`config.mk`:
```
export PLATFORM = sky130hd
export DESIGN_NAME = dmem_access_ctrl_flat
export DESIGN_NICKNAME = d
export VERILOG_FILES = /design/src/rtl/dmem_pkg.sv /design/src/rtl/dmem_access_ctrl_if.sv /design/src/rtl/dmem_lane_merge.sv /design/src/rtl/dmem_access_ctrl.sv /design/src/flat_wrapper.sv
export SDC_FILE = /design/constraint.sdc
export NUM_CORES = 1
export LEC_CHECK = 0
export ABC_CLOCK_PERIOD_IN_PS = 3900
export BUFFER_PORTS_ARGS = -buffer_cell sky130_fd_sc_hd__buf_2
export CAP_MARGIN = 20
export CORE_MARGIN = 10
export CORE_UTILIZATION = 57
export DETAILED_ROUTE_END_ITERATION = 7
export PLACE_DENSITY = 0.93
export SLEW_MARGIN = 30
export SYNTH_ARGS = -nofsm -noshare
export SYNTH_HDL_FRONTEND = slang
export SYNTH_HIERARCHICAL = 1
export SYNTH_SLANG_ARGS = --single-unit
```
`constraint.sdc`:
```
create_clock -name i_clk -period 3.9 [get_ports i_clk]
set_input_delay 0 -clock i_clk [delete_from_list [all_inputs] [get_ports i_clk]]
set_output_delay 0 -clock i_clk [all_outputs]
set_load 0.05 [all_outputs]
```
`src/rtl/dmem_pkg.sv`:
```
// Shared types for the data-memory access controller: size codes, FSM states,
// requester encoding and the latched request record.
package dmem_pkg;

   localparam int unsigned DMEM_NB_WIDTH = 32;
   localparam int unsigned DMEM_NB_ADDR  = 9;

   typedef enum logic [1:0] {
      SZ_BYTE = 2'b00,
      SZ_HALF = 2'b01,
      SZ_WORD = 2'b10,
      SZ_ILL  = 2'b11
   } size_e;

   typedef enum logic [1:0] {
      ST_IDLE   = 2'b00,
      ST_ACCESS = 2'b01,
      ST_MERGE  = 2'b10,
      ST_RESP   = 2'b11
   } state_e;

   typedef enum logic {
      OWN_CPU = 1'b0,
      OWN_DU  = 1'b1
   } owner_e;

   typedef struct packed {
      owner_e                   owner;
      logic                     we;
      size_e                    size;
      logic                     uns;
      logic [DMEM_NB_ADDR-1:0]  addr;
      logic [DMEM_NB_WIDTH-1:0] wdata;
   } req_t;

   // Alignment rule for CPU accesses; size 11 is never legal.
   function automatic logic misaligned(input size_e size, input logic [1:0] off);
      case (size)
         SZ_BYTE: return 1'b0;
         SZ_HALF: return off[0];
         SZ_WORD: return (off != 2'b00);
         default: return 1'b1;
      endcase
   endfunction

endpackage

```
`src/rtl/dmem_access_ctrl_if.sv`:
```
// CPU, debug-unit and RAM-side signal bundle of dmem_access_ctrl.
// slave = controller side, master = environment side.
interface dmem_access_ctrl_if
   import dmem_pkg::*;
#(
   parameter int unsigned NB_WIDTH = DMEM_NB_WIDTH,
   parameter int unsigned NB_ADDR  = DMEM_NB_ADDR
) ();

   logic                i_cpu_req;
   logic                i_cpu_we;
   logic [1:0]          i_cpu_size;
   logic                i_cpu_unsigned;
   logic [NB_ADDR-1:0]  i_cpu_addr;
   logic [NB_WIDTH-1:0] i_cpu_wdata;
   logic [NB_WIDTH-1:0] o_cpu_rdata;
   logic                o_cpu_ack;
   logic                o_cpu_err;
   logic                o_cpu_stall;

   logic                i_du_req;
   logic                i_du_we;
   logic [NB_ADDR-1:0]  i_du_addr;
   logic [NB_WIDTH-1:0] i_du_wdata;
   logic [NB_WIDTH-1:0] o_du_rdata;
   logic                o_du_ack;

   logic                o_mem_we;
   logic [NB_ADDR-1:0]  o_mem_addr;
   logic [NB_WIDTH-1:0] o_mem_wdata;
   logic [NB_WIDTH-1:0] i_mem_rdata;

   modport slave (
      input  i_cpu_req, i_cpu_we, i_cpu_size, i_cpu_unsigned, i_cpu_addr, i_cpu_wdata,
      output o_cpu_rdata, o_cpu_ack, o_cpu_err, o_cpu_stall,
      input  i_du_req, i_du_we, i_du_addr, i_du_wdata,
      output o_du_rdata, o_du_ack,
      output o_mem_we, o_mem_addr, o_mem_wdata,
      input  i_mem_rdata
   );

   modport master (
      output i_cpu_req, i_cpu_we, i_cpu_size, i_cpu_unsigned, i_cpu_addr, i_cpu_wdata,
      input  o_cpu_rdata, o_cpu_ack, o_cpu_err, o_cpu_stall,
      output i_du_req, i_du_we, i_du_addr, i_du_wdata,
      input  o_du_rdata, o_du_ack,
      input  o_mem_we, o_mem_addr, o_mem_wdata,
      output i_mem_rdata
   );

endinterface

```
`src/rtl/dmem_lane_merge.sv`:
```
// Big-endian sub-word lane handling: extract + extend for loads,
// lane insert into the RAM word for byte/half stores.
module dmem_lane_merge
   import dmem_pkg::*;
(
   input  size_e                    size_i,
   input  logic [1:0]               off_i,
   input  logic                     unsigned_i,
   input  logic [DMEM_NB_WIDTH-1:0] rdata_i,
   input  logic [DMEM_NB_WIDTH-1:0] wdata_i,
   output logic [DMEM_NB_WIDTH-1:0] load_data_c_o,
   output logic [DMEM_NB_WIDTH-1:0] merge_data_c_o
);

   logic [7:0]  byte_c;
   logic [15:0] half_c;

   // Offset 0 is the most significant lane.
   always_comb begin
      case (off_i)
         2'd0:    byte_c = rdata_i[31:24];
         2'd1:    byte_c = rdata_i[23:16];
         2'd2:    byte_c = rdata_i[15:8];
         default: byte_c = rdata_i[7:0];
      endcase
      half_c = off_i[1] ? rdata_i[15:0] : rdata_i[31:16];
   end

   always_comb begin
      load_data_c_o = rdata_i;
      case (size_i)
         SZ_BYTE: load_data_c_o = unsigned_i ? {24'd0, byte_c} : {{24{byte_c[7]}}, byte_c};
         SZ_HALF: load_data_c_o = unsigned_i ? {16'd0, half_c} : {{16{half_c[15]}}, half_c};
         default: load_data_c_o = rdata_i;
      endcase
   end

   always_comb begin
      merge_data_c_o = rdata_i;
      case (size_i)
         SZ_BYTE: begin
            case (off_i)
               2'd0:    merge_data_c_o[31:24] = wdata_i[7:0];
               2'd1:    merge_data_c_o[23:16] = wdata_i[7:0];
               2'd2:    merge_data_c_o[15:8]  = wdata_i[7:0];
               default: merge_data_c_o[7:0]   = wdata_i[7:0];
            endcase
         end
         SZ_HALF: begin
            if (off_i[1]) merge_data_c_o[15:0]  = wdata_i[15:0];
            else          merge_data_c_o[31:16] = wdata_i[15:0];
         end
         default: merge_data_c_o = wdata_i;
      endcase
   end

endmodule

```
`src/rtl/dmem_access_ctrl.sv`:
```
// Data RAM access sequencer: round-robin CPU/DU arbitration, sub-word RMW stores,
// sub-word load extension. Optional stall counter under `DMEM_STALL_CNT_EN.
module dmem_access_ctrl
   import dmem_pkg::*;
#(
   parameter int unsigned NB_WIDTH = DMEM_NB_WIDTH,
   parameter int unsigned NB_ADDR  = DMEM_NB_ADDR
) (
   input  logic               i_clk,
   input  logic               i_reset,
   dmem_access_ctrl_if.slave  bus_if
`ifdef DMEM_STALL_CNT_EN
   ,
   output logic [31:0]        o_stall_cnt
`endif
);

   state_e              state_q;
   owner_e              last_grant_q, last_grant_d;
   req_t                req_q, req_d;
   logic                err_d;
   logic                grant_c;

   logic                mem_we_q;
   logic [NB_ADDR-1:0]  mem_addr_q;
   logic [NB_WIDTH-1:0] mem_wdata_q;
   logic [NB_WIDTH-1:0] cpu_rdata_q;
   logic [NB_WIDTH-1:0] du_rdata_q;
   logic                cpu_ack_q, cpu_err_q, du_ack_q;

   logic [DMEM_NB_WIDTH-1:0] load_data_c;
   logic [DMEM_NB_WIDTH-1:0] merge_data_c;
   logic                     cpu_ack_c;

   dmem_lane_merge u_lane_merge (
      .size_i         (req_q.size),
      .off_i          (req_q.addr[1:0]),
      .unsigned_i     (req_q.uns),
      .rdata_i        (bus_if.i_mem_rdata),
      .wdata_i        (req_q.wdata),
      .load_data_c_o  (load_data_c),
      .merge_data_c_o (merge_data_c)
   );

   // Two-way round robin; the winner's request fields form req_d.
   always_comb begin
      last_grant_d = last_grant_q;
      req_d        = req_q;
      err_d        = 1'b0;
      grant_c      = bus_if.i_cpu_req | bus_if.i_du_req;
      if (bus_if.i_cpu_req && bus_if.i_du_req)
         last_grant_d = (last_grant_q == OWN_CPU) ? OWN_DU : OWN_CPU;
      else if (bus_if.i_cpu_req)
         last_grant_d = OWN_CPU;
      else if (bus_if.i_du_req)
         last_grant_d = OWN_DU;

      if (last_grant_d == OWN_CPU) begin
         req_d.owner = OWN_CPU;
         req_d.we    = bus_if.i_cpu_we;
         req_d.size  = size_e'(bus_if.i_cpu_size);
         req_d.uns   = bus_if.i_cpu_unsigned;
         req_d.addr  = bus_if.i_cpu_addr;
         req_d.wdata = bus_if.i_cpu_wdata;
         err_d       = misaligned(size_e'(bus_if.i_cpu_size), bus_if.i_cpu_addr[1:0]);
      end else begin
         req_d.owner = OWN_DU;
         req_d.we    = bus_if.i_du_we;
         req_d.size  = SZ_WORD;
         req_d.uns   = 1'b0;
         req_d.addr  = bus_if.i_du_addr;
         req_d.wdata = bus_if.i_du_wdata;
      end
   end

   // Access FSM; every output register is loaded on the transition into its state.
   always_ff @(posedge i_clk) begin
      if (i_reset) begin
         state_q      <= ST_IDLE;
         last_grant_q <= OWN_DU;
         req_q        <= '0;
         mem_we_q     <= 1'b0;
         mem_addr_q   <= '0;
         mem_wdata_q  <= '0;
         cpu_rdata_q  <= '0;
         du_rdata_q   <= '0;
         cpu_ack_q    <= 1'b0;
         cpu_err_q    <= 1'b0;
         du_ack_q     <= 1'b0;
      end else begin
         mem_we_q  <= 1'b0;
         cpu_ack_q <= 1'b0;
         cpu_err_q <= 1'b0;
         du_ack_q  <= 1'b0;
         case (state_q)
            ST_IDLE: begin
               if (grant_c) begin
                  last_grant_q <= last_grant_d;
                  req_q        <= req_d;
                  if (err_d) begin
                     state_q     <= ST_RESP;
                     cpu_ack_q   <= 1'b1;
                     cpu_err_q   <= 1'b1;
                     cpu_rdata_q <= '0;
                  end else begin
                     state_q    <= ST_ACCESS;
                     mem_addr_q <= NB_ADDR'({req_d.addr[DMEM_NB_ADDR-1:2], 2'b00});
                     if (req_d.we && (req_d.size == SZ_WORD)) begin
                        mem_we_q    <= 1'b1;
                        mem_wdata_q <= NB_WIDTH'(req_d.wdata);
                     end
                  end
               end
            end
            ST_ACCESS: begin
               if (req_q.we && (req_q.size != SZ_WORD)) begin
                  state_q     <= ST_MERGE;
                  mem_we_q    <= 1'b1;
                  mem_wdata_q <= NB_WIDTH'(merge_data_c);
               end else begin
                  state_q <= ST_RESP;
                  if (req_q.owner == OWN_CPU) begin
                     cpu_ack_q <= 1'b1;
                     if (!req_q.we) cpu_rdata_q <= NB_WIDTH'(load_data_c);
                  end else begin
                     du_ack_q <= 1'b1;
                     if (!req_q.we) du_rdata_q <= bus_if.i_mem_rdata;
                  end
               end
            end
            ST_MERGE: begin
               state_q <= ST_RESP;
               if (req_q.owner == OWN_CPU) cpu_ack_q <= 1'b1;
               else                        du_ack_q  <= 1'b1;
            end
            default: begin
               state_q <= ST_IDLE;
            end
         endcase
      end
   end

   // Reset suppresses the write strobe and acks in the same cycle it is raised.
   assign cpu_ack_c          = cpu_ack_q & ~i_reset;
   assign bus_if.o_mem_we    = mem_we_q & ~i_reset;
   assign bus_if.o_mem_addr  = mem_addr_q;
   assign bus_if.o_mem_wdata = mem_wdata_q;
   assign bus_if.o_cpu_rdata = cpu_rdata_q;
   assign bus_if.o_cpu_ack   = cpu_ack_c;
   assign bus_if.o_cpu_err   = cpu_err_q & ~i_reset;
   assign bus_if.o_cpu_stall = bus_if.i_cpu_req & ~cpu_ack_c;
   assign bus_if.o_du_rdata  = du_rdata_q;
   assign bus_if.o_du_ack    = du_ack_q & ~i_reset;

`ifdef DMEM_STALL_CNT_EN
   logic [31:0] stall_cnt_q;

   // Saturating count of CPU stall cycles.
   always_ff @(posedge i_clk) begin
      if (i_reset)
         stall_cnt_q <= '0;
      else if (bus_if.i_cpu_req && !cpu_ack_c && (stall_cnt_q != 32'hFFFF_FFFF))
         stall_cnt_q <= stall_cnt_q + 32'd1;
   end

   assign o_stall_cnt = stall_cnt_q;
`endif

endmodule

```
`src/flat_wrapper.sv`:
```
// flat-port wrapper written by rule: the top's interface ports become plain ports
module dmem_access_ctrl_flat import dmem_pkg::*;
#(
   parameter int unsigned NB_WIDTH = DMEM_NB_WIDTH,
   parameter int unsigned NB_ADDR  = DMEM_NB_ADDR
)
  (i_clk, i_reset, bus_if_i_cpu_req, bus_if_i_cpu_we, bus_if_i_cpu_size, bus_if_i_cpu_unsigned, bus_if_i_cpu_addr, bus_if_i_cpu_wdata, bus_if_o_cpu_rdata, bus_if_o_cpu_ack, bus_if_o_cpu_err, bus_if_o_cpu_stall, bus_if_i_du_req, bus_if_i_du_we, bus_if_i_du_addr, bus_if_i_du_wdata, bus_if_o_du_rdata, bus_if_o_du_ack, bus_if_o_mem_we, bus_if_o_mem_addr, bus_if_o_mem_wdata, bus_if_i_mem_rdata);
  dmem_access_ctrl_if #(.NB_WIDTH(NB_WIDTH), .NB_ADDR(NB_ADDR)) bus_if_i ();
  input  logic i_clk;
  input  logic i_reset;
  input wire logic [$bits(bus_if_i.i_cpu_req)-1:0] bus_if_i_cpu_req;
  input wire logic [$bits(bus_if_i.i_cpu_we)-1:0] bus_if_i_cpu_we;
  input wire logic [$bits(bus_if_i.i_cpu_size)-1:0] bus_if_i_cpu_size;
  input wire logic [$bits(bus_if_i.i_cpu_unsigned)-1:0] bus_if_i_cpu_unsigned;
  input wire logic [$bits(bus_if_i.i_cpu_addr)-1:0] bus_if_i_cpu_addr;
  input wire logic [$bits(bus_if_i.i_cpu_wdata)-1:0] bus_if_i_cpu_wdata;
  output wire logic [$bits(bus_if_i.o_cpu_rdata)-1:0] bus_if_o_cpu_rdata;
  output wire logic [$bits(bus_if_i.o_cpu_ack)-1:0] bus_if_o_cpu_ack;
  output wire logic [$bits(bus_if_i.o_cpu_err)-1:0] bus_if_o_cpu_err;
  output wire logic [$bits(bus_if_i.o_cpu_stall)-1:0] bus_if_o_cpu_stall;
  input wire logic [$bits(bus_if_i.i_du_req)-1:0] bus_if_i_du_req;
  input wire logic [$bits(bus_if_i.i_du_we)-1:0] bus_if_i_du_we;
  input wire logic [$bits(bus_if_i.i_du_addr)-1:0] bus_if_i_du_addr;
  input wire logic [$bits(bus_if_i.i_du_wdata)-1:0] bus_if_i_du_wdata;
  output wire logic [$bits(bus_if_i.o_du_rdata)-1:0] bus_if_o_du_rdata;
  output wire logic [$bits(bus_if_i.o_du_ack)-1:0] bus_if_o_du_ack;
  output wire logic [$bits(bus_if_i.o_mem_we)-1:0] bus_if_o_mem_we;
  output wire logic [$bits(bus_if_i.o_mem_addr)-1:0] bus_if_o_mem_addr;
  output wire logic [$bits(bus_if_i.o_mem_wdata)-1:0] bus_if_o_mem_wdata;
  input wire logic [$bits(bus_if_i.i_mem_rdata)-1:0] bus_if_i_mem_rdata;
  assign bus_if_i.i_cpu_req = bus_if_i_cpu_req;
  assign bus_if_i.i_cpu_we = bus_if_i_cpu_we;
  assign bus_if_i.i_cpu_size = bus_if_i_cpu_size;
  assign bus_if_i.i_cpu_unsigned = bus_if_i_cpu_unsigned;
  assign bus_if_i.i_cpu_addr = bus_if_i_cpu_addr;
  assign bus_if_i.i_cpu_wdata = bus_if_i_cpu_wdata;
  assign bus_if_o_cpu_rdata = bus_if_i.o_cpu_rdata;
  assign bus_if_o_cpu_ack = bus_if_i.o_cpu_ack;
  assign bus_if_o_cpu_err = bus_if_i.o_cpu_err;
  assign bus_if_o_cpu_stall = bus_if_i.o_cpu_stall;
  assign bus_if_i.i_du_req = bus_if_i_du_req;
  assign bus_if_i.i_du_we = bus_if_i_du_we;
  assign bus_if_i.i_du_addr = bus_if_i_du_addr;
  assign bus_if_i.i_du_wdata = bus_if_i_du_wdata;
  assign bus_if_o_du_rdata = bus_if_i.o_du_rdata;
  assign bus_if_o_du_ack = bus_if_i.o_du_ack;
  assign bus_if_o_mem_we = bus_if_i.o_mem_we;
  assign bus_if_o_mem_addr = bus_if_i.o_mem_addr;
  assign bus_if_o_mem_wdata = bus_if_i.o_mem_wdata;
  assign bus_if_i.i_mem_rdata = bus_if_i_mem_rdata;
  dmem_access_ctrl #(.NB_WIDTH(NB_WIDTH), .NB_ADDR(NB_ADDR)) u_core (.i_clk(i_clk), .i_reset(i_reset), .bus_if(bus_if_i));
endmodule
```
After elaboration in Yosys (flattened, before gate mapping) --
Cells that the tools add are included.
Storage, ports and cells: register bits 149, output and inout port bits 110, bits of input ports 123
Cells by class: reduce and logical (&&, ||, !) cells 16, bitwise logic cells 12, multiplexer cells 47, equality and inequality tests 17
Operator list (number):
- $mux 32 | 11
- $pmux 32 s2 | 4
- $mux 16 | 3
- $mux 46 | 1
- $mux 8 | 4
- $pmux 8 s3 | 1
- $mux 1 | 16
- $ne 2x2->1 const B | 5
- $eq 2x1->1 const B | 4
- $eq 2x2->1 const B | 4
- $logic_not 2->1 | 4
- $ne 2x1->1 const B | 4
- $not 1->1 | 6
- $pmux 1 s3 | 2
- $pmux 2 s3 | 1
- $reduce_and 6->1 | 1
- $and 1x1->1 | 5
- $reduce_and 5->1 | 1
- $mux 2 | 2
- $pmux 1 s2 | 2
- $reduce_and 4->1 | 1
- $reduce_bool 2->1 | 2
- $logic_and 1x1->1 | 3
- $reduce_and 3->1 | 1
- 4 further kinds | 4

Longest topological paths before layout --
Gate-level depths: netlist (run 1).
depth in word-level cells 10, gate-level depth with buffers 9, mapped depth without buffers 6

Hierarchy --
The synthesis (run 1) kept the hierarchy.
By module, submodules not included:
- dmem_access_ctrl | times used 1, area an instance 6764.0 um^2, cells each 831
- dmem_lane_merge | times used 1, area an instance 1742.9 um^2, cells each 244

Worst setup path after synthesis (run 1) --
Ideal clock, no wire load.
path kind register -> register, from reg u_core/req_q[42] (netlist bit), to reg u_core.mem_wdata_q[0] (netlist: u_core/bus_if.o_mem_wdata[0]), arrival time 1.626 ns, library setup time 0.132 ns, setup slack 2.141 ns, period minus slack after synthesis 1.759 ns, cell stages (with the launch flop) 8, required time 3.768 ns, buffers on the path 1, cell sequence dfxtp_1 > or2_1 > buf_2 > a21oi_4 > mux2_2 > nand2b_1 > nand4_1 > a21oi_1
On the way: word-level cells in the longest chain between the ends 4, elaborated cells between the ends (all ways) 9, those cells by class eq/ne (3); mux (3); reduce/logical (3)
Ends and longest elaborated chain:
- start, declared | line dmem_access_ctrl.sv:20 | req_t req_q, req_d;
- start signal, assigned | line dmem_access_ctrl.sv:99 | req_q <= req_d;
- $eq 2x1->1 or $logic_not 2->1 (tied branches) | line dmem_lane_merge.sv:40 | case (size_i)
- $pmux 32 s2 * | line dmem_lane_merge.sv:40
- net u_core.merge_data_c[0] | line dmem_access_ctrl.sv:32 | logic [DMEM_NB_WIDTH-1:0] merge_data_c;
- $mux 32 * | line dmem_access_ctrl.sv:116 | if (req_q.we && (req_q.size != SZ_WORD)) begin
- $pmux 32 s2 * | line dmem_access_ctrl.sv:95 | case (state_q)
- end signal, assigned | line dmem_access_ctrl.sv:110 | mem_wdata_q <= NB_WIDTH'(req_d.wdata);
- end signal, assigned | line dmem_access_ctrl.sv:119 | mem_wdata_q <= NB_WIDTH'(merge_data_c);
- end, declared | line dmem_access_ctrl.sv:26 | logic [NB_WIDTH-1:0] mem_wdata_q;
The timed path passes the listed nets; every way through them passes the cells marked *. The select of a mux whose other input is x is not followed. A chain may end at the register's enable or synchronous reset.

Worst setup path in the final report (run 1) --
from reg u_core.state_q[1], to reg u_core.mem_wdata_q[28] (netlist: u_core/bus_if.o_mem_wdata[28])
On the way: word-level cells in the longest chain between the ends 3, elaborated cells between the ends (all ways) 9, those cells by class eq/ne (5); mux (1); reduce/logical (3)
Ends and longest elaborated chain:
- start, declared | line dmem_access_ctrl.sv:18 | state_e state_q;
- start signal, assigned | line dmem_access_ctrl.sv:79 | state_q <= ST_IDLE;
- start signal, assigned | line dmem_access_ctrl.sv:101 | state_q <= ST_RESP;
- start signal, assigned | line dmem_access_ctrl.sv:106 | state_q <= ST_ACCESS;
- $eq 2x1->1 or $logic_not 2->1 (tied branches) | line dmem_access_ctrl.sv:95
- $ne 2x1->1 (no source line) (tied with other cells)
- $reduce_and 5->1 (no source line)
Several ways; a longest one is shown, not always the timed one.

==> results of run 1 <==
-- repair_timing --
action                                 CTS  global route
endpoints found under the hold margin   79             0
resized for setup                        0             0
hold buffers                            88             0
-- cells by family after synthesis --
family / share of synthesized area, %
DFF: 35.1
buffers and inverters: 6.82
adders and majority gates: 0.588
and+or+nand+nor: 21.4
AOI/OAI and AO/OA: 30.5
other: 0.0441
muxes: 5.59
-- critical path, delay by kind of cell, from the launching register on --
kind | cells | cell delay, ns
AOI/OAI and AO/OA | 4 | 1.82
buffers and inverters | 2 | 0.43
adders and majority gates | 1 | 0.16
DFF | 1 | 0.35
-- layout by cell type, fill, tap and decap left out, types with 3 or more instances in the layout --
master and n:
a211o_1 32, a211oi_1 32, a21boi_0 32, a21oi_1 103
a221o_1 8, a22o_1 8, a22oi_1 8, a311oi_1 9
a32oi_1 8, buf_2 229, buf_4 16, clkbuf_16 17
clkinv_2 4, clkinv_4 5, dfxtp_1 147, dlygate4sd3_1 88
ha_1 3, inv_1 13, mux2_2 10, mux2i_1 34
nand2_1 103, nand2b_1 37, nand3_1 7, nand4_1 65
nor2_1 49, nor2_4 3, nor2b_1 28, nor3_1 36
nor4b_1 8, o21a_1 9, o21ai_0 88, o21ai_1 18
o21ai_2 3, o221ai_1 16, or2_2 5
-- cell type report --
class	count	area, sq um	area share [%]
clock inverters	15	156	1.42
multi-input cells	798	4980	45.3
inverters	13	48.8	0.444
repair buffers	335	2170	19.8
clock buffers	17	425	3.87
well taps	184	230	2.09
flip-flops and latches	149	2990	27.2
-- through the flow --
step / area (sq um) / util (%) / total power (W) / setup WS (ns) / hold slack [ns]
after global placement: 9510 / 65.2 / 0.00609 / 1.32 / 0.243
final: 11000 / 75.4 / 0.00823 / 1.05 / 0.0569
after CTS: 11000 / 75.2 / 0.00793 / 1.14 / 0.000729
after floorplan: 8510 / - / 0.00528 / 2.14 / 0.127
after global routing: 11000 / 75.4 / 0.00851 / 0.934 / 0.108
after detailed placement: 9510 / 65.2 / 0.00616 / 1.19 / 0.250
-- flip-flops by register name, summed over array words and instances (netlist names) --
name,cells
u_core/state_q,2
u_core/cpu_ack_q,1
u_core/bus_if.o_mem_wdata,32
u_core/last_grant_q,1
u_core/cpu_err_q,1
u_core/du_ack_q,1
u_core/bus_if.o_cpu_rdata,32
u_core/bus_if.o_mem_addr,7
u_core/mem_we_q,1
u_core/bus_if.o_du_rdata,32
u_core/req_q,39
-- metal layers --
metal / track usage (%) / vias up / share of wire [%]
met1: 39.0 / 4695 / 35
met4: 16.9 / 0 / 5.8
li1: - / 4442 / -
met5: 0 / - / 0
met2: 49.5 / 926 / 45
met3: 9.81 / 213 / 14
-- where the power goes --
part	switching (W)	internal, W
Sequential	0.000432	0.00187
Clock	0.000703	0.000944
Combinational	0.00287	0.00140
-- how the worst max path moves through the flow --
stage,slack [ns],from,endpoint,depth (start not counted)
detailed placement,1.19,u_core/req_q[32]$_SDFFE_PP0P_,u_core/bus_if.o_mem_wdata[19]$_SDFFE_PP0P_,6
CTS,1.14,u_core/req_q[32]$_SDFFE_PP0P_,u_core/bus_if.o_mem_wdata[18]$_SDFFE_PP0P_,6
finish,1.05,u_core/state_q[1]$_SDFFE_PP0P_,u_core/bus_if.o_mem_wdata[28]$_SDFFE_PP0P_,7
floorplan,2.14,u_core/req_q[42]$_SDFFE_PP0P_,u_core/bus_if.o_mem_wdata[0]$_SDFFE_PP0P_,7
global route,0.93,u_core/req_q[32]$_SDFFE_PP0P_,u_core/bus_if.o_mem_wdata[20]$_SDFFE_PP0P_,6
global placement,1.32,u_core/req_q[32]$_SDFFE_PP0P_,u_core/bus_if.o_mem_wdata[21]$_SDFFE_PP0P_,6
==> impl_metrics.csv, run 1 <==
group,metric,value,unit
timing,fin_crit_sh,73.1,%
clock_tree,cts_max_level,4,
critical_path,crit_fanout,32,
global_route,antenna_found_initial,0,
timing,hold_viol_final,0,
synthesis,synth_edf_count,0,
layout,fillers,957,
flow_run,max-cap-violations,0,
timing,final-setup-viol-count,0,
synthesis,yosysWarnings,6,
timing,rsz0062_at_grt,"false",
floorplan,rows,44,
synthesis,synth_seq_cells,149,
place,placedCellCount,1390,
routing,ant_nets,0,
critical_path,worstSetupPathType,"reg -> reg",
critical_path,cpPeakStageDelay,0.69,ns
synthesis,synth_area_leaders,"dfxtp_1 35%, a21oi_1 6.1%, o21ai_0 5.2%",
layout,synthToLayoutAreaGrowth,29.3,%
floorplan,fp.dieW,142,microns
critical_path,r2r_start,"u_core/state_q[1]$_SDFFE_PP0P_",
critical_path,cp-end-kind,"register",
pwr,peakVddDrop,0.000448,V
routing,avgRoutedWirePerCell,23.0,microns
clock_tree,clock_latency,0.44,ns
hold_path,min_delay_path_depth,3,
global_route,grt_pass1_vias,9444,
outcome,status,"finished with violations",
clock_tree,cts_tree,"done",
clock_tree,clk_pin_slew,0.07,ns
global_route,grt_max_degree,105,
clock_tree,root_buffer,"clkbuf_16",
global_route,grt-ovfl-total,0,
clock_tree,clock_path_buffers,2,
synthesis,synth_cell_types,60,
clock_tree,cts_setup_buffers,0,
place,gp_congestion,0.951,
outcome,violations,"DRC",
floorplan,start_util,58.3,%
layout,drive_gt1_share,24.1,%
routing,drt-vias-per-instance,6.80,
hold_path,hp-start,"bus_if_i_du_we",
timing,final-max-slew-violation-count,0,
critical_path,cp.required,4.25,ns
clock_tree,cts_sinks,149,
hold_path,min_to,"u_core/req_q[44]$_SDFFE_PP0P_",
synthesis,synthTopCellsByCount,"149 x dfxtp_1, 103 x a21oi_1, 103 x nand2_1",
place,dpl.hpwl,21000,microns
floorplan,num_io_pins,233,
critical_path,slowest_stage,"a31o_2",
clock_tree,cts_made_buffers,17,
critical_path,r2r_cells,7,
critical_path,rr_endpoint,"u_core/bus_if.o_mem_wdata[28]$_SDFFE_PP0P_",
synthesis,yosysMostFrequentCell,"dfxtp_1",
place,io_buffers,230,
critical_path,cp_data_arrival_time,3.20,ns
routing,drt_iter0_markers,2104,
layout,nNetsFinal,1441,
synthesis,syn_inst,1075,
layout,antenna_cells,0,
timing,max_freq,351,MHz
timing,worstMarginPinSlew,1.00,ns
pwr,powerDensity,748,nW/um^2
timing,finalSetupTns,0,ns
global_route,grt_usage,32.0,%
critical_path,r2r_slack,1.05,ns
timing,finalCriticalPeriod,2.85,ns
synthesis,synth_area,8510,sq um
floorplan,die_y,142,microns
pwr,p_leak,4.51,nW
global_route,grt_pass1_wl,52400,microns
routing,drcViolationCount,18,
hold_path,hold_class,"in -> reg",
layout,final_cells,1511,
timing,slew-limit-headroom,32.9,%
floorplan,core-area,14600,sq um
critical_path,start_kind,"register",
routing,wl,34700,microns
synthesis,syn_area_per_cell,7.91,sq um
synthesis,yosys.area.top_type,"dfxtp_1",
critical_path,worstPathCellList,"inv_1 -> ha_2 -> buf_4 -> a21boi_1 -> a31o_2 -> o21ai_0 -> a21oi_1",
synthesis,synthFlopType,"dfxtp_1",
timing,clock_skew,0.00922,ns
floorplan,dieArea,20200,sq um
routing,num_vias,10300,
synthesis,seq_area_frac_synth,35.1,%
synthesis,synthArstFlopShare,0,%
routing,drt-pass1-iter-count,8,
synthesis,synth_top_area_share,35.1,%
Note: power is estimated with default switching activity, not from simulation.
==> run 2: changes to the inputs <==
--- a/config.mk
+++ b/config.mk
@@ -5,13 +5,13 @@
 export SDC_FILE = /design/constraint.sdc
 export NUM_CORES = 1
 export LEC_CHECK = 0
-export ABC_CLOCK_PERIOD_IN_PS = 3900
+export ABC_CLOCK_PERIOD_IN_PS = 2970
 export BUFFER_PORTS_ARGS = -buffer_cell sky130_fd_sc_hd__buf_2
 export CAP_MARGIN = 20
 export CORE_MARGIN = 10
-export CORE_UTILIZATION = 57
+export CORE_UTILIZATION = 53
 export DETAILED_ROUTE_END_ITERATION = 7
-export PLACE_DENSITY = 0.93
+export PLACE_DENSITY = 0.88
 export SLEW_MARGIN = 30
 export SYNTH_ARGS = -nofsm -noshare
 export SYNTH_HDL_FRONTEND = slang
==> constraint.sdc (replaced) <==
create_clock -name i_clk -period 2.97 [get_ports i_clk]
set_input_delay 0 -clock i_clk [delete_from_list [all_inputs] [get_ports i_clk]]
set_output_delay 0 -clock i_clk [all_outputs]
set_load 0.05 [all_outputs]
==> run 2 against run 1 <==
Net effect: the flow still finishes with violations (DRC); via count down 4.7%; fmax up 9.7%; non-clock buffer count up 3; flip-flop and latch count stayed put; critical path type unchanged; largest power group unchanged; highest routed layer unchanged.
==> impl_metrics.csv, run 2 (synthesis results as in run 1) <==
group,metric,value,unit
timing,max_freq,385,MHz
place,gp_congestion,0.925,
pwr,p_seq_share,26.7,%
place,placed_area,9630,sq um
layout,synthToLayoutAreaGrowth,31.1,%
clock_tree,clk_pin_slew,0.06,ns
routing,num_vias,9789,
floorplan,rows,46,
pwr,p_leak,4.55,nW
layout,utilization,70.5,%
global_route,antenna_found_initial,1,
timing,hold_viol_final,0,
floorplan,die_y,147,microns
clock_tree,cts_max_level,4,
layout,stdcell_area,11200,sq um
critical_path,cp_data_arrival_time,2.97,ns
timing,worstMarginPinSlew,0.882,ns
routing,wl,32300,microns
floorplan,fp.dieW,147,microns
place,io_buffers,230,
timing,final-max-slew-violation-count,0,
outcome,status,"finished with violations",
floorplan,dieArea,21500,sq um
pwr,netSwitchingFraction,46.7,%
pwr,p_comb_share,51.5,%
timing,rsz0062_at_grt,"false",
layout,fillers,1133,
routing,ant_nets,0,
clock_tree,root_buffer,"clkbuf_16",
pwr,peakVddDrop,0.000593,V
flow_run,max-cap-violations,0,
routing,drcViolationCount,10,
outcome,violations,"DRC",
floorplan,start_util,53.7,%
layout,drive_gt1_share,24.1,%
floorplan,core-area,15800,sq um
clock_tree,ctsHoldBuffers,88,
timing,fin_crit_sh,87.5,%
clock_tree,cts_tree,"done",
clock_tree,cts_made_buffers,17,
global_route,grt-ovfl-total,0,
global_route,grt_pass1_wl,50500,microns
timing,clock_skew,0.00916,ns
layout,regMostFlops,"u_core/req_q",
global_route,grt_max_degree,95,
critical_path,cp-end-kind,"register",
routing,drt-pass1-iter-count,8,
global_route,grt_usage,28.4,%
routing,drt_iter0_markers,1546,
clock_tree,clock_path_buffers,2,
hold_path,hold_class,"in -> reg",
timing,slew-limit-headroom,41.1,%
critical_path,worstSetupPathType,"reg -> reg",
pwr,p_int,0.00576,W
timing,finalSetupTns,0,ns
clock_tree,cts_sinks,149,
timing,final-setup-viol-count,0,
pwr,p_clk_share,21.8,%
layout,nNetsFinal,1444,
routing,drt-vias-per-instance,6.33,
critical_path,cp.required,3.34,ns
clock_tree,clock_latency,0.43,ns
routing,avgRoutedWirePerCell,20.9,microns
critical_path,crit_fanout,38,
critical_path,start_kind,"register",
clock_tree,cts_setup_buffers,0,
global_route,grt_pass1_vias,9355,
layout,mostFrequentLayoutCells,"229 x buf_2, 147 x dfxtp_1, 103 x a21oi_1, 103 x nand2_1",
pwr,power.switching,0.00505,W
clock_tree,cts_resized,0,
timing,finalCriticalPeriod,2.60,ns
layout,layout_commonest_cell,"buf_2",
pwr,powerDensity,969,nW/um^2
place,dpl.hpwl,21000,microns
floorplan,num_io_pins,233,
layout,largest_register_ff_count,39,
-- run 2: cell types whose count changed in the layout (fill, tap and decap cells not counted), moves of 2 or more --
cell,change
bufinv_16,+2
inv_6,+2
a21oi_2,-2
buf_12,+2
clkinv_4,-3
clkinv_2,-4
buf_4,+3
a21oi_4,+2
-- run 2: worst paths after layout --
| path | end | slack (ns) | cells past startpoint | startpoint |
|---|---|---|---|---|
| setup / recovery | u_core/bus_if.o_mem_addr[5]$_SDFFE_PP0P_ | 0.37 | 8 | u_core/state_q[1]$_SDFFE_PP0P_ |
| hold / removal | u_core/req_q[42]$_SDFFE_PP0P_ | 0.06 | 2 | i_reset |
| setup reg to reg | u_core/bus_if.o_mem_addr[5]$_SDFFE_PP0P_ | 0.37 | 8 | u_core/state_q[1]$_SDFFE_PP0P_ |
| hold reg to reg | u_core/bus_if.o_du_rdata[3]$_SDFFE_PP0P_ | 0.46 | 2 | u_core/bus_if.o_du_rdata[3]$_SDFFE_PP0P_ |
-- run 2: metrics by stage --
step,cells,power [W],hold WS (ns),setup slack [ns]
after floorplan,1076,0.00694,0.127,1.21
after global placement,1426,0.00795,0.237,0.575
after detailed placement,1426,0.00810,0.258,0.686
after CTS,1546,0.0106,0.00727,0.554
after global routing,1547,0.0113,0.0830,0.214
final,1547,0.0108,0.0567,0.372
-- run 2: cell type report --
type / count / area [sq um] / share of cell area, %
diodes: 1 / 2.50 / 0.0224
clock buffers: 19 / 443 / 3.97
clock inverters: 13 / 195 / 1.75
inverters: 13 / 48.8 / 0.438
multi-input cells: 798 / 5000 / 44.8
repair buffers: 338 / 2210 / 19.8
flip-flops and latches: 149 / 2990 / 26.8
well taps: 216 / 270 / 2.42
-- run 2: per-layer routing --
layer	wire length (microns)	vias to the layer above	GRT usage, %
met4	1180	0	11.8
li1	-	4441	-
met3	3630	120	7.09
met2	15200	730	45.7
met1	12300	4498	35.4
met5	0	-	0
-- run 2: critical path, cell delays in order (launching register included) --
cell and delay, ns:
dfxtp_1 0.34, inv_1 0.09, ha_1 0.30, o21ai_2 0.14
buf_4 0.30, nor2_4 0.37, nor2_1 0.08, a311oi_1 0.30
dlygate4sd3_1 0.61
-- run 2: power by group through the flow --
stage | registers (W) | clock network [W] | logic, W
2_1_floorplan | 0.00351 | 0 | 0.00343
3_3_place_gp | 0.00288 | 0 | 0.00507
3_5_place_dp | 0.00290 | 0 | 0.00520
4_1_cts | 0.00286 | 0.00236 | 0.00538
5_1_grt | 0.00295 | 0.00246 | 0.00593
6_report | 0.00289 | 0.00235 | 0.00557
